--- config.mk ---
export PLATFORM = sky130hd
export DESIGN_NAME = m2vside2
export DESIGN_NICKNAME = d
export VERILOG_FILES = /design/src/rtl/m2vside2.sv
export SDC_FILE = /design/constraint.sdc
export NUM_CORES = 1
export LEC_CHECK = 0
export ABC_CLOCK_PERIOD_IN_PS = 4800
export CAP_MARGIN = 10
export CELL_PAD_IN_SITES_DETAIL_PLACEMENT = 1
export CELL_PAD_IN_SITES_GLOBAL_PLACEMENT = 2
export CORE_ASPECT_RATIO = 1.25
export CORE_UTILIZATION = 42
export DETAILED_ROUTE_END_ITERATION = 10
export DONT_BUFFER_PORTS = 1
export GPL_TIMING_DRIVEN = 0
export MAX_ROUTING_LAYER = met4
export PLACE_DENSITY_LB_ADDON = 0.1
export SLEW_MARGIN = 20
export SYNTH_ARGS = -nofsm -noshare
export SYNTH_HDL_FRONTEND = slang
export SYNTH_SLANG_ARGS = --single-unit
--- constraint.sdc ---
create_clock -name clk -period 4.8 [get_ports clk]
set_clock_uncertainty 0.15 [all_clocks]
set_input_delay 0.96 -clock clk [delete_from_list [all_inputs] [get_ports clk]]
set_output_delay 0.96 -clock clk [all_outputs]
set_load 0.02 [all_outputs]
--- src/rtl/m2vside2.sv ---
// Stage-2 side-information sequencer: queues up to two macroblock descriptors
// and expands the head one into six per-block records, one per block_start.
module m2vside2 #(
    parameter int MVH_WIDTH = 16,
    parameter int MVV_WIDTH = 16,
    parameter int MBX_WIDTH = 6,
    parameter int MBY_WIDTH = 5
) (
    input  logic                 clk,
    input  logic                 reset,
    input  logic [MVH_WIDTH-1:0] s1_mv_h,
    input  logic [MVV_WIDTH-1:0] s1_mv_v,
    input  logic [MBX_WIDTH-1:0] s1_mb_x,
    input  logic [MBY_WIDTH-1:0] s1_mb_y,
    input  logic                 s1_mb_intra,
    input  logic [5:0]           s1_cbp,
    input  logic                 s1_enable,
    input  logic                 s1_valid,
    output logic                 s1_ready,
    input  logic                 block_start,
    output logic [MVH_WIDTH-1:0] s2_mv_h,
    output logic [MVV_WIDTH-1:0] s2_mv_v,
    output logic [MBX_WIDTH-1:0] s2_mb_x,
    output logic [MBY_WIDTH-1:0] s2_mb_y,
    output logic                 s2_mb_intra,
    output logic [2:0]           s2_block,
    output logic                 s2_coded,
    output logic                 s2_enable,
    output logic                 s2_mb_last,
    output logic                 s2_empty
);

    logic [1:0]           r_count;
    logic                 r_rdPtr;
    logic                 r_wrPtr;
    logic [2:0]           r_blk;
    logic [MVH_WIDTH-1:0] r_mvH   [2];
    logic [MVV_WIDTH-1:0] r_mvV   [2];
    logic [MBX_WIDTH-1:0] r_mbX   [2];
    logic [MBY_WIDTH-1:0] r_mbY   [2];
    logic                 r_intra [2];
    logic [5:0]           r_cbp   [2];
    logic                 r_en    [2];

    logic w_push;
    logic w_headValid;
    logic w_advance;
    logic w_pop;

    assign s1_ready    = (r_count < 2'd2);
    assign w_push      = s1_valid & s1_ready;
    assign w_headValid = (r_count != 2'd0);
    assign w_advance   = block_start & w_headValid;
    assign w_pop       = w_advance & (r_blk == 3'd5);

    // Intra macroblocks always carry coefficients in every block, so cbp is forced on store.
    always_ff @(posedge clk or posedge reset) begin
        if (reset) begin
            r_count <= 2'd0;
            r_rdPtr <= 1'b0;
            r_wrPtr <= 1'b0;
            r_blk   <= 3'd0;
            for (int i = 0; i < 2; i++) begin
                r_mvH[i]   <= '0;
                r_mvV[i]   <= '0;
                r_mbX[i]   <= '0;
                r_mbY[i]   <= '0;
                r_intra[i] <= 1'b0;
                r_cbp[i]   <= 6'd0;
                r_en[i]    <= 1'b0;
            end
        end else begin
            if (w_push) begin
                r_mvH[r_wrPtr]   <= s1_mv_h;
                r_mvV[r_wrPtr]   <= s1_mv_v;
                r_mbX[r_wrPtr]   <= s1_mb_x;
                r_mbY[r_wrPtr]   <= s1_mb_y;
                r_intra[r_wrPtr] <= s1_mb_intra;
                r_cbp[r_wrPtr]   <= s1_mb_intra ? 6'b111111 : s1_cbp;
                r_en[r_wrPtr]    <= s1_enable;
                r_wrPtr          <= ~r_wrPtr;
            end
            if (w_advance) begin
                r_blk <= w_pop ? 3'd0 : r_blk + 3'd1;
            end
            if (w_pop) begin
                r_rdPtr <= ~r_rdPtr;
            end
            case ({w_push, w_pop})
                2'b10:   r_count <= r_count + 2'd1;
                2'b01:   r_count <= r_count - 2'd1;
                default: r_count <= r_count;
            endcase
        end
    end

    always_comb begin
        s2_mv_h     = '0;
        s2_mv_v     = '0;
        s2_mb_x     = '0;
        s2_mb_y     = '0;
        s2_mb_intra = 1'b0;
        s2_block    = 3'd0;
        s2_coded    = 1'b0;
        s2_enable   = 1'b0;
        s2_mb_last  = 1'b0;
        s2_empty    = ~w_headValid;
        if (w_headValid) begin
            s2_mv_h     = r_mvH[r_rdPtr];
            s2_mv_v     = r_mvV[r_rdPtr];
            s2_mb_x     = r_mbX[r_rdPtr];
            s2_mb_y     = r_mbY[r_rdPtr];
            s2_mb_intra = r_intra[r_rdPtr];
            s2_block    = r_blk;
            s2_coded    = r_cbp[r_rdPtr][3'd5 - r_blk];
            s2_enable   = r_en[r_rdPtr];
            s2_mb_last  = (r_blk == 3'd5);
        end
    end

endmodule

==> reports/metrics.yaml <==
synth:
  async_reset_ff_frac: 1.000
  yosysWarnings: 0
  yosysTopAreaCell: "dfrtp_1"
  syn_nets: 444
  ys_seq_area_frac: 0.5487
  yosysUniqueCellTypes: 27
  synthesis.area_um2: 4971
  synth.avg_cell_area_um2: 12.88
  syn_inst: 386
  synth.area.top_cells: "dfrtp_1, mux2_2, mux2i_1, nor2_1, buf_4"
  synth.top_cell.area_share: 0.5487
  ys_seq_elements: 109
  ys.flop_type: "dfrtp_1"
  synth_edf_count: 0
route:
  drt_iter0_drc: 58
  vias_per_cell: 5.430
  totalWireLength_mm: 10.80
  postRouteAntennaNets: 0
  drt-pass1-iter-count: 6
  drc: 0
  vias: 2932
  wl_per_cell_um: 20.01
setup_path:
  worstReg2RegEnd: "r_count[1]"
  worstPathMaxFanout: 4
  r2r_start: "r_blk[1]"
  reg2reg_depth: 7
  critPathCaptureType: "primary output"
  crit_arrival_ps: 2250
  crit_required_ps: 3690
  r2r_slack_ps: 3000
  criticalPathCategory: "register to primary output"
  crit_path_start_kind: "register"
placement:
  io_buffer_count: 0
  gp_congestion: 0.6810
  hpwl_mm: 7.609
floorplan:
  rows: 44
  ioPinCount: 107
  die_h_um: 123.6
  start_util: 0.4300
  core_area_um2: 11560
  fp.dieW_um: 99.31
  die-area_um2: 12280
final_layout:
  nFillCells: 1177
  drive_above_1_share: 0.3333
  final_util: 0.4763
  antenna_cells: 0
  mostFrequentLayoutCells: "dfrtp_1, mux2_2, nor2_1, mux2i_1"
  final_nets: 456
  final_common_cell: "dfrtp_1"
  synthToLayoutAreaGrowth_pct: 10.77
sta:
  grt_setup_unrepaired: "false"
  relSlewSlack: 0.5331
  slew_violations: 0
  worstMarginPinSlew_ps: 694.4
  hold_viol: 0
  fin_crit_ps: 3361
  timing.final.crit_share: 0.7002
  setup_viol: 0
  max_freq_mhz: 297.5
min_path:
  hold_class: "register to register"
  min_to: "r_cbp[0]"
  hold_path_depth: 2
  worstHoldStart: "r_cbp[0]"
global_routing:
  grt_use_total: 0.1929
  gr-total-overflow: 0
  grt_pass1_vias: 3275
  grt_max_degree: 59
  grt_pass1_wl_mm: 17.03
  antenna_found_initial: 0
clock_tree:
  cts_setup_buffers: 0
  cts_buffers: 9
  clk_pin_slew_ps: 70
  cts_root_buf: "clkbuf_16"
  clock_latency_ps: 340
  cts_tree: "done"
  cts_max_level: 3
  ctsHoldBuffers: 0
  clock-sinks: 109
  clock_path_buffers: 2
  cts_resized: 0
run_status:
  status: "completed"
power_and_ir_drop:
  leakage_nw: 2.471
  p_per_area_nw_per_um2: 816.7
  p_total_w: 0.004497
  vdd_drop_max_mv: 0.3084
run:
  drv_cap: 0
-- layout make-up --
cell class / instances / area [um^2] / share of cell area
Sequential cell: 109 / 2728 / 0.4953
Multi-Input combinational cell: 248 / 2057 / 0.3736
Clock buffer: 11 / 232.7 / 0.04226
Tap cell: 138 / 172.7 / 0.03136
Buffer: 25 / 171.4 / 0.03113
Clock inverter: 4 / 97.59 / 0.01772
Timing Repair Buffer: 1 / 27.53 / 0.004999
Inverter: 4 / 20.02 / 0.003636
-- through the flow --
step	cells	setup TNS (ps)	hold slack, ps	worst slack [ps]	instance area, um^2
final	540	0	332.0	1439	5507
after floorplan	386	0	294.4	816.1	4971
after detailed placement	525	0	318.5	1782	5176
after CTS	540	0	334.0	1394	5507
after global routing	540	0	362.6	1287	5507
after global placement	524	-29810	306.5	-280.0	5144
-- worst max path at each step --
| stage | to | startpoint | cells after the start |
|---|---|---|---|
| after floorplan | r_blk[0] | reset | 1 |
| final | s2_coded | r_blk[1] | 5 |
| after global placement | r_mvV[8] | reset | 1 |
| after global routing | s2_coded | r_blk[1] | 5 |
| after CTS | s2_coded | r_blk[1] | 5 |
| after detailed placement | s2_coded | r_blk[1] | 5 |
-- cell usage after synthesis (3+ instances only) --
master / instances
a21oi_1: 7
buf_2: 11
buf_4: 8
buf_6: 4
dfrtp_1: 109
ha_1: 3
inv_1: 4
mux2_2: 91
mux2i_1: 46
nand2_1: 11
nor2_1: 61
o21ai_0: 9
xnor2_1: 5
-- sequential cells by signal, indices dropped and copies added, names as in the netlist --
signal	flops
r_wrPtr	1
r_mbY	10
r_mvV	32
r_count	2
r_intra	2
r_mvH	32
r_mbX	12
r_en	2
r_rdPtr	1
r_cbp	12
r_blk	3
-- routing by layer --
metal | GRT usage | part of all wire | up-vias | wire, um
met5 | - | 0 | - | 0
met4 | 0.08732 | 0.018 | 0 | 194
met2 | 0.3359 | 0.54 | 59 | 5875
met3 | 0.04489 | 0.050 | 12 | 540
met1 | 0.2109 | 0.39 | 1516 | 4193
li1 | - | - | 1345 | -
-- kinds of logic (layout without fill, tap and decap cells) --
group / count (synthesis) / count (layout) / synth area share
AOI/OAI and AO/OA: 19 / 19 / 0.01988
xor gates and xnor gates: 6 / 6 / 0.01057
adders and majority gates: 3 / 3 / 0.007552
buffers and inverters: 29 / 45 / 0.03750
DFF: 109 / 109 / 0.5487
muxes: 139 / 139 / 0.3078
and+or+nand+nor: 81 / 81 / 0.06796
-- power breakdown --
| part | total (W) | internal [W] | switching (W) |
|---|---|---|---|
| Clock | 0.000835 | 0.000508 | 0.000327 |
| Combinational | 0.00203 | 0.000823 | 0.00121 |
| Sequential | 0.00163 | 0.00139 | 0.000240 |
-- worst max-delay path, stage by stage, from the launching register on --
cell and delay [ps]:
dfrtp_1 390, inv_1 90, ha_1 360, mux4_2 360, o22ai_1 80, o31ai_1 610
No activity file was read; power rests on OpenSTA's default activity.
